**src/rtl/bs_pkg.sv**
```systemverilog
// -----------------------------------------------------------------------------
// bs_pkg
// Definitions shared by the bit-serial frame scheduler and its helpers.
//   bs_state_e : scheduler FSM states (IDLE, ISSUE, GAPW, DRAIN)
//   bs_cnt_w   : width needed for a counter that holds values 0..maxval
//   bs_gap_load: reload value of the inter-frame gap counter
// -----------------------------------------------------------------------------
package bs_pkg;

    typedef enum logic [1:0] {
        ST_IDLE  = 2'd0,
        ST_ISSUE = 2'd1,
        ST_GAPW  = 2'd2,
        ST_DRAIN = 2'd3
    } bs_state_e;

    // The gap-wait state always lasts at least one cycle, even when no
    // inter-frame gap is configured (it is also where credit stalls wait).
    localparam int BS_MIN_GAP = 1;

    // Bits needed to hold 0..maxval (never less than one bit).
    function automatic int bs_cnt_w(input int maxval);
        if (maxval < 2) begin
            return 1;
        end
        return $clog2(maxval + 1);
    endfunction

    // Number of gap-wait cycles after a frame when GAP cycles are requested.
    function automatic int bs_gap_load(input int gap);
        return (gap < BS_MIN_GAP) ? BS_MIN_GAP : gap;
    endfunction

endpackage

```
**src/rtl/bs_credit_cnt.sv**
```systemverilog
// -----------------------------------------------------------------------------
// bs_credit_cnt
// Up/down saturating counter of frames in flight, reusable by any bit-serial
// stage controller that needs credit accounting.
//   clk         : clock, rising edge
//   srst_i      : synchronous active-high reset, clears the count
//   inc_i       : one frame issued this cycle (ignored when already at MAXV)
//   dec_i       : one frame returned this cycle (ignored when count is 0)
//   count_o     : registered count of frames in flight
//   settle_o    : count after this cycle's return, before this cycle's issue;
//                 callers use it to decide credit and drain completion
//   underflow_o : dec_i arrived while the count was already 0
// A simultaneous inc/dec leaves the count unchanged.
// -----------------------------------------------------------------------------
module bs_credit_cnt #(
    parameter int MAXV = 4,
    parameter int W    = 3
) (
    input  logic         clk,
    input  logic         srst_i,
    input  logic         inc_i,
    input  logic         dec_i,
    output logic [W-1:0] count_o,
    output logic [W-1:0] settle_o,
    output logic         underflow_o
);

    logic [W-1:0] count_q;
    logic [W-1:0] count_d;
    logic [W-1:0] settle;
    logic         underflow;

    always_comb begin
        underflow = dec_i && (count_q == '0);

        // Apply the return first so that a frame returning this cycle frees
        // its slot for a frame issued in the same cycle.
        settle = count_q;
        if (dec_i && !underflow) begin
            settle = count_q - W'(1);
        end

        count_d = settle;
        if (inc_i && (settle < W'(MAXV))) begin
            count_d = settle + W'(1);
        end
    end

    always_ff @(posedge clk) begin
        if (srst_i) begin
            count_q <= '0;
        end else begin
            count_q <= count_d;
        end
    end

    assign count_o     = count_q;
    assign settle_o    = settle;
    assign underflow_o = underflow;

endmodule

```
**src/rtl/bs_frame_sched.sv**
```systemverilog
// -----------------------------------------------------------------------------
// bs_frame_sched
// Frames word-serial operations into the bit-serial modular-multiplier chain.
// A batch of nops frames is issued, each WORDLEN cycles long, optionally
// separated by GAP idle cycles, while at most MAXOUT frames may be in flight
// (issued but whose output sync has not come back yet).
//
// Ports (all outputs registered):
//   clk         in   clock, rising edge
//   reset       in   synchronous active-high reset; aborts any batch
//   start       in   begin a batch; only taken in IDLE while not busy
//   nops        in   frames in the batch, captured with start
//   busy        out  cycle after accepted start through the done cycle
//   done        out  one-cycle pulse when the batch has fully returned
//   isync       out  pulse on the first bit of every issued frame
//   bitidx      out  WORDLEN-1 on isync, counting down to 0; 0 between frames
//   osync_ret   in   one pulse per frame leaving the datapath tail
//   outstanding out  frames issued minus frames returned
//   err         out  sticky: a return arrived with nothing outstanding;
//                    cleared by an accepted start or reset
// -----------------------------------------------------------------------------
module bs_frame_sched
    import bs_pkg::*;
#(
    parameter int WORDLEN  = 16,
    parameter int LOG2WORD = 5,
    parameter int MAXOUT   = 4,
    parameter int LOG2OUT  = 3,
    parameter int GAP      = 0,
    parameter int CNTW     = 8
) (
    input  logic                clk,
    input  logic                reset,
    input  logic                start,
    input  logic [CNTW-1:0]     nops,
    output logic                busy,
    output logic                done,
    output logic                isync,
    output logic [LOG2WORD-1:0] bitidx,
    input  logic                osync_ret,
    output logic [LOG2OUT-1:0]  outstanding,
    output logic                err
);

    localparam int GAP_LOAD = bs_gap_load(GAP);
    localparam int GAP_W    = bs_cnt_w(GAP_LOAD);

    bs_state_e state_q;
    bs_state_e state_d;

    logic [CNTW-1:0]     remaining_q;
    logic [CNTW-1:0]     remaining_d;
    logic [LOG2WORD-1:0] bitidx_q;
    logic [LOG2WORD-1:0] bitidx_d;
    logic [GAP_W-1:0]    gap_q;
    logic [GAP_W-1:0]    gap_d;
    logic                busy_q;
    logic                busy_d;
    logic                done_q;
    logic                done_d;
    logic                isync_q;
    logic                isync_d;
    logic                err_q;
    logic                err_d;

    logic                accept;
    logic                issue;
    logic                credit_ok;
    logic                underflow;
    logic [LOG2OUT-1:0]  out_count;
    logic [LOG2OUT-1:0]  out_settle;

    // -------------------------------------------------------------------------
    // Frames in flight
    // -------------------------------------------------------------------------
    bs_credit_cnt #(
        .MAXV (MAXOUT),
        .W    (LOG2OUT)
    ) u_credit (
        .clk         (clk),
        .srst_i      (reset),
        .inc_i       (issue),
        .dec_i       (osync_ret),
        .count_o     (out_count),
        .settle_o    (out_settle),
        .underflow_o (underflow)
    );

    // A return registered this cycle already frees its slot for the frame
    // that would start next cycle.
    assign credit_ok = (out_settle < LOG2OUT'(MAXOUT));

    // -------------------------------------------------------------------------
    // Next-state / output logic
    // -------------------------------------------------------------------------
    always_comb begin
        state_d     = state_q;
        remaining_d = remaining_q;
        bitidx_d    = '0;
        gap_d       = gap_q;
        busy_d      = busy_q;
        done_d      = 1'b0;
        isync_d     = 1'b0;
        accept      = 1'b0;
        issue       = 1'b0;

        unique case (state_q)
            ST_IDLE: begin
                busy_d = 1'b0;
                // busy_q is still high in the done cycle (state already
                // IDLE), which is what makes a start there get ignored.
                if (start && !busy_q) begin
                    accept      = 1'b1;
                    busy_d      = 1'b1;
                    remaining_d = nops;
                    if (nops == '0) begin
                        done_d = 1'b1;
                    end else if (credit_ok) begin
                        issue   = 1'b1;
                        state_d = ST_ISSUE;
                    end else begin
                        gap_d   = GAP_W'(BS_MIN_GAP);
                        state_d = ST_GAPW;
                    end
                end
            end

            ST_ISSUE: begin
                if (bitidx_q != '0) begin
                    bitidx_d = bitidx_q - LOG2WORD'(1);
                end else if (remaining_q == '0) begin
                    state_d = ST_DRAIN;
                end else if (GAP > 0) begin
                    gap_d   = GAP_W'(GAP_LOAD);
                    state_d = ST_GAPW;
                end else if (credit_ok) begin
                    // Back-to-back frame: the next isync follows bit 0.
                    issue = 1'b1;
                end else begin
                    gap_d   = GAP_W'(BS_MIN_GAP);
                    state_d = ST_GAPW;
                end
            end

            ST_GAPW: begin
                // The counter holds at 1 once the gap has elapsed, so the
                // state then simply waits for credit.
                if (gap_q > GAP_W'(1)) begin
                    gap_d = gap_q - GAP_W'(1);
                end else if (credit_ok) begin
                    issue   = 1'b1;
                    state_d = ST_ISSUE;
                end
            end

            ST_DRAIN: begin
                if (out_settle == '0) begin
                    done_d  = 1'b1;
                    state_d = ST_IDLE;
                end
            end

            default: begin
                state_d = ST_IDLE;
            end
        endcase

        if (issue) begin
            isync_d     = 1'b1;
            bitidx_d    = LOG2WORD'(WORDLEN - 1);
            remaining_d = remaining_d - CNTW'(1);
        end

        err_d = (accept ? 1'b0 : err_q) | underflow;
    end

    // -------------------------------------------------------------------------
    // State registers
    // -------------------------------------------------------------------------
    always_ff @(posedge clk) begin
        if (reset) begin
            state_q     <= ST_IDLE;
            remaining_q <= '0;
            bitidx_q    <= '0;
            gap_q       <= '0;
            busy_q      <= 1'b0;
            done_q      <= 1'b0;
            isync_q     <= 1'b0;
            err_q       <= 1'b0;
        end else begin
            state_q     <= state_d;
            remaining_q <= remaining_d;
            bitidx_q    <= bitidx_d;
            gap_q       <= gap_d;
            busy_q      <= busy_d;
            done_q      <= done_d;
            isync_q     <= isync_d;
            err_q       <= err_d;
        end
    end

    assign busy        = busy_q;
    assign done        = done_q;
    assign isync       = isync_q;
    assign bitidx      = bitidx_q;
    assign outstanding = out_count;
    assign err         = err_q;

endmodule

```
**config.mk**
```make
export PLATFORM = sky130hd
export DESIGN_NAME = bs_frame_sched
export DESIGN_NICKNAME = d
export VERILOG_FILES = /design/src/rtl/bs_pkg.sv /design/src/rtl/bs_credit_cnt.sv /design/src/rtl/bs_frame_sched.sv
export SDC_FILE = /design/constraint.sdc
export NUM_CORES = 1
export LEC_CHECK = 0
export ABC_CLOCK_PERIOD_IN_PS = 3600
export BUFFER_PORTS_ARGS = -buffer_cell sky130_fd_sc_hd__buf_2
export CAP_MARGIN = 20
export CORE_MARGIN = 2
export CORE_UTILIZATION = 55
export DETAILED_ROUTE_END_ITERATION = 7
export MAX_ROUTING_LAYER = met4
export PLACE_DENSITY = 0.8
export SYNTH_ARGS = -nofsm -noshare
export SYNTH_HDL_FRONTEND = slang
export SYNTH_HIERARCHICAL = 1
export SYNTH_SLANG_ARGS = --single-unit
```
**constraint.sdc**
```tcl
create_clock -name clk -period 3.6 [get_ports clk]
set_clock_uncertainty 0.2 [all_clocks]
set_input_delay 0.36 -clock clk [delete_from_list [all_inputs] [get_ports clk]]
set_output_delay 0.36 -clock clk [all_outputs]
set_load 0.01 [all_outputs]
```
# Yosys cells after proc, flatten, opt, wreduce, memory -nomap -nowiden
# Cells that the tools add are included.
[classes] n_mux=40 n_reduce_logical=16 n_bitwise=3 magnitude_cmp=2 n_addsub=5 shifts=0 div=0 mul=0 n_eq_ne=12
[op_table] op="$mux W8" count=3
[op_table] op="$mux W1" count=19
[op_table] op="$mux W2" count=9
[op_table] op="$logic_not A8 Y1" count=2
[op_table] op="$ne A2 B2 Y1 const B" count=8
[op_table] op="$mux W4" count=3
[op_table] op="$pmux W2 S4" count=1
[op_table] op="$sub A8 B1 Y8 const B" count=1
[op_table] op="$reduce_and A7 Y1" count=1
[op_table] op="$logic_not A3 Y1" count=2
[op_table] op="$mux W3" count=2
[op_table] op="$pmux W1 S3" count=2
[op_table] op="$reduce_and A6 Y1" count=1
[op_table] op="$reduce_bool A5 Y1" count=1
[op_table] op="$sub A5 B1 Y5 const B" count=1
[op_table] op="$eq A2 B2 Y1 const B" count=2
[op_table] op="$logic_and A1 B1 Y1" count=4
[op_table] op="$reduce_or A4 Y1" count=1
[op_table] op="$add A3 B1 Y3 const B" count=1
[op_table] op="$lt A3 B3 Y1 const B" count=1
[op_table] op="$ne A3 B3 Y1 const B" count=1
[op_table] op="$reduce_bool A3 Y1" count=1
[op_table] op="$sub A3 B1 Y3 const B" count=1
[op_table] op="$eq A2 B1 Y1 const B" count=1
[op_table] op="7 further kinds" count=9
[totals] mem_count=0 mem_bits_rw=0 input_bits=12 rom_bits=0 word_cells=88 ff_bits=23 latch_bits=0

# Logic depth before layout (Yosys ltp)
[depth] depth_word=12 depth_mapped=14 ltp_nobuf=12

# Cells and area by module
# The synthesis kept the hierarchy.
[modules_own_cells] module="bs_frame_sched" n_inst=1 area_per_inst_um2=1182.4 seq_area_each_um2=380.4 cells_per_inst=134
[modules_own_cells] module="bs_credit_cnt" n_inst=1 area_per_inst_um2=264.0 seq_area_each_um2=60.1 cells_per_inst=30

# Worst setup path after synthesis
# Ideal clock, no wire load.
[synth_timing] path_kind="register to register" start="register u_credit.count_q[0], in the netlist u_credit/count_o[0]" end="register u_credit.count_q[0], in the netlist u_credit/count_o[0]" setup_slack_ns=0.830 arrival_ns=2.455 n_path_buf=2 stages_incl_launch_ff=15 synth_period_minus_slack_ns=2.770 path_cell_list="dfxtp_1 inv_1 ha_1 ha_1 nand2b_4 buf_6 mux2i_1 nor2_1 o31ai_2 buf_4 inv_2 nor2b_1 mux2i_1 xnor2_1 nor2_1"
[synth_between] elab_chain_len=12
[synth_lines] element="start: declaration" line_no="bs_credit_cnt.sv:28" text="logic [W-1:0] count_q;"
[synth_lines] element="start signal: assignment" line_no="bs_credit_cnt.sv:53" text="count_q <= count_d;"
[synth_lines] element="branches (longest 4 deep; another with $sub A3 B1 Y3)"
[synth_lines] element="$mux W3 (*)" line_no="bs_credit_cnt.sv:39" text="if (dec_i && !underflow) begin"
[synth_lines] element="via out_settle[2]" line_no="bs_frame_sched.sv:71" text="logic [LOG2OUT-1:0] out_settle;"
[synth_lines] element="$lt A3 B3 Y1 (*)" line_no="bs_frame_sched.sv:91" text="assign credit_ok = (out_settle < LOG2OUT'(MAXOUT));"
[synth_lines] element="$mux W1 (*)" line_no="bs_frame_sched.sv:118, bs_frame_sched.sv:136, bs_frame_sched.sv:150"
[synth_lines] element="$mux W1, on equally long branches" line_no="bs_frame_sched.sv:131, bs_frame_sched.sv:116"
[synth_lines] element="$mux W1, on equally long branches" line_no="bs_frame_sched.sv:129, bs_frame_sched.sv:112"
[synth_lines] element="$pmux W1 S3 (*)" line_no="bs_frame_sched.sv:107" text="unique case (state_q)"
[synth_lines] element="via issue" line_no="bs_frame_sched.sv:67" text="logic issue;"
[synth_lines] element="$logic_and A1 B1 Y1 (*)" line_no="bs_credit_cnt.sv:44" text="if (inc_i && (settle < W'(MAXV))) begin"
[synth_lines] element="$mux W3 (*)" line_no="bs_credit_cnt.sv:44"
# Mark *: on every way through the listed nets, which the timed path passes.
# A chain may end at the register's enable or synchronous reset.

# Worst setup path after layout
# Ends and elaborated chain as after synthesis.

==> run_results.csv <==
group,metric,value,unit
status,outcome,"finished clean",
drt,viasPerCell,6.12,
layout,finalNetCount,210,
setup_path,r2r_cells,12,
synth,synth_seq_cells,22,
cts,holdBufCountCts,0,
layout,fillers,219,
layout,drive_gt1_share,22.6,%
drt,ant_nets,0,
power_and_ir_drop,p_sw,0.757,mW
layout,final_util,64.9,%
drt,first_pass_iters,4,
timing,max_freq,327,MHz
layout,fin_area,0.00161,mm^2
setup_path,crit_family,"multiplexers",
synth,synth_area_per_cell,8.82,um^2
synth,yosys_warnings,6,
floorplanning,io_pins,24,
global_routing,overflow,0,
drt,drt_iter0_drc,30,
floorplanning,die_w,55.3,um
power_and_ir_drop,combPwrFrac,64.4,%
synth,yosys_most_used_dff,"dfxtp_1",
power_and_ir_drop,clkPwrFrac,8.6,%
timing,rsz0062_at_grt,"no",
cts,clkTransAtPathRegs,120,ps
global_routing,grt_max_degree,24,
synth,netlist.area_leader.share,30.4,%
cts,clockBufferDepth,2,
placement,routabilityCongestion,0.830,
setup_path,arrival,3060,ps
setup_path,crit_buf_inv,2,
setup_path,critical_path_class,"reg2reg",
setup_path,crit_chain,"inv_1 -> ha_1 -> ha_1 -> nand2b_4 -> mux2i_1 -> nor2_1 -> o31ai_2 -> inv_2 -> nor2b_1 -> mux2i_1 -> xnor2_1 -> nor2_1",
power_and_ir_drop,pwr-share-seq,27.0,%
power_and_ir_drop,p_leak,0.712,nW
floorplanning,die_area,0.00306,mm^2
global_routing,grt_pass1_vias,1260,
power_and_ir_drop,p_int,0.867,mW
cts,clock-sinks,22,
setup_path,crit_slowest_cell,"mux2i_1",
placement,place_area,0.00157,mm^2
timing,setup_violations,0,
synth,syn_area,0.00145,mm^2
placement,hpwl,2420,um
floorplanning,start_util,58.4,%
timing,hold_viol,0,
synth,ys_async_sr_fraction,0,%
synth,syn_inst,164,
min_path,holdPathEnd,"done",
synth,ys_seq_area_share,30.4,%
synth,synth_edf_count,0,
floorplanning,coreArea,0.00248,mm^2
power_and_ir_drop,power.density,1010,mW/mm^2
timing,relSlewSlack,44.2,%
timing,tightestPinTransition,833,ps
global_routing,antenna_found_initial,0,
cts,clkLatencyLatePin,310,ps
min_path,worst_hold_path_type,"in2reg",
job,drv_cap,0,
setup_path,crit-reg2reg-launch,"u_credit/count_o[0]",
setup_path,worst_setup_path_end_kind,"flop",
setup_path,r2r_slack,540,ps
cts,htreeDepth,1,
floorplanning,dieHeight,55.3,um
drt,via_count,1322,
layout,final_cells,216,
setup_path,max_stage_delay,460,ps
setup_path,path_max_fanout,12,
drt,drt-total-wl,3130,um
setup_path,critPathRequiredTime,3600,ps
global_routing,grt_use_total,21.9,%
power_and_ir_drop,total_power,1.62,mW
global_routing,grt_first_pass_wirelength,5320,um
layout,area_growth,11.2,%
timing,slew_viol_final,0,
min_path,min_from,"nops[7]",
timing,min_period,3060,ps
setup_path,rr_endpoint,"u_credit/count_o[0]",
placement,dp_cells,212,
power_and_ir_drop,swShare,46.6,%
cts,cts_tree,"built",
synth,syn_nets,187,
drt,routedWlPerCell,14.5,um
placement,pre_cts_ws,588,ps
timing,fin_hold_ws,195,ps
layout,antenna_cells,0,
cts,postCtsSetupBuffers,0,
timing,fin_crit_sh,84.9,%
placement,port_buffers,23,
cts,cts_root_buf,"clkbuf_4",
timing,fin_setup_tns,0,ps
synth,synth_cell_types,47,
min_path,min_delay_path_depth,4,
setup_path,cp-start-kind,"flop",
cts,cts_resized,0,
floorplanning,row_count,18,
power_and_ir_drop,ir_drop,0.616,mV
drt,drc,0,
timing,finalWorstSetupSlack,542,ps
synth,synth_top_area_cell,"dfxtp_1",
cts,numCtsBuffers,3,
synth,synth.area.top_cells,"dfxtp_1 30%, ha_1 9.5%, mux2i_1 6.9%, nor3_1 6.6%, a21oi_1 3.5%",
==> cells in the mapped netlist (2+ instances only) <==
cell type	instances
o22ai_1	4
a311oi_1	3
nor3_1	19
xnor2_1	5
dfxtp_1	22
ha_1	11
a21oi_1	10
inv_1	12
and2_2	2
o21ai_0	3
clkbuf_1	3
or3_1	2
nor2_1	11
a211oi_1	4
nand3b_1	2
mux2i_1	10
nand2_1	6
o21a_1	5
nor4_2	2
==> cells in the final DEF, fill, tap and decap left out, types with 2 or more instances in the layout <==
| cell type | count |
|---|---|
| buf_2 | 23 |
| dfxtp_1 | 22 |
| nor3_1 | 19 |
| inv_1 | 12 |
| nor2_1 | 11 |
| ha_1 | 11 |
| mux2i_1 | 10 |
| a21oi_1 | 10 |
| nand2_1 | 6 |
| o21a_1 | 5 |
| xnor2_1 | 5 |
| a211oi_1 | 4 |
| o22ai_1 | 4 |
| o21ai_0 | 3 |
| a311oi_1 | 3 |
| clkbuf_4 | 3 |
| nand3b_1 | 2 |
| nor4_2 | 2 |
| or3_1 | 2 |
| and2_2 | 2 |
==> registers in the layout (all words and copies together), names as in the netlist <==
signal,flops
err,1
busy,1
remaining_q,8
done,1
bitidx,5
state_q,2
u_credit/count_o,3
isync,1
==> layer usage <==
metal,share of wire (%),global-route usage (%),wire length [um]
met1,46,25.4,1430
met5,0,-,0
met2,47,35.7,1460
met4,2.8,9.41,89
met3,5.0,5.62,156
==> how the worst max path moves through the flow <==
stage	start	end	slack, ps	cells after the start
final	u_credit/count_o[0]	u_credit/count_o[0]	540	12
after global routing	u_credit/count_o[0]	u_credit/count_o[0]	360	12
after CTS	u_credit/count_o[0]	u_credit/count_o[0]	550	12
after detailed placement	u_credit/count_o[0]	u_credit/count_o[0]	590	12
after global placement	u_credit/count_o[0]	u_credit/count_o[0]	780	12
after floorplan	u_credit/count_o[0]	u_credit/count_o[0]	830	14
==> power by group through the flow <==
stage	clock, mW	sequential, mW	combinational, mW
6_report	0.139	0.439	1.05
5_1_grt	0.151	0.451	1.16
4_1_cts	0.143	0.437	1.05
3_5_place_dp	0	0.442	1.03
3_3_place_gp	0	0.436	0.992
2_1_floorplan	0	0.446	0.822
==> worst min-delay path, cell delays in order <==
cell and delay (ps):
buf_2 90, nor2_1 50, nand4_1 100, a211oi_1 70
==> area by class of cell <==
cell class,count,area [um^2],share of cell area [%]
Clock buffer,4,36.3,2.26
Inverter,13,48.8,3.03
Multi-Input combinational cell,123,923,57.4
Sequential cell,22,440,27.4
Tap cell,30,37.5,2.33
Timing Repair Buffer,24,123,7.62
==> cells by family (layout without fill, tap and decap cells) <==
logic type,after synthesis,count (layout),synth area share (%)
flops,22,22,30.4
fa+ha+maj,11,11,9.52
simple gates,55,55,22.2
compound gates,40,40,20.8
buf+inv,19,41,5.71
mux,11,11,7.70
xor+xnor,6,6,3.63
Note: power is estimated with default switching activity, not from simulation.
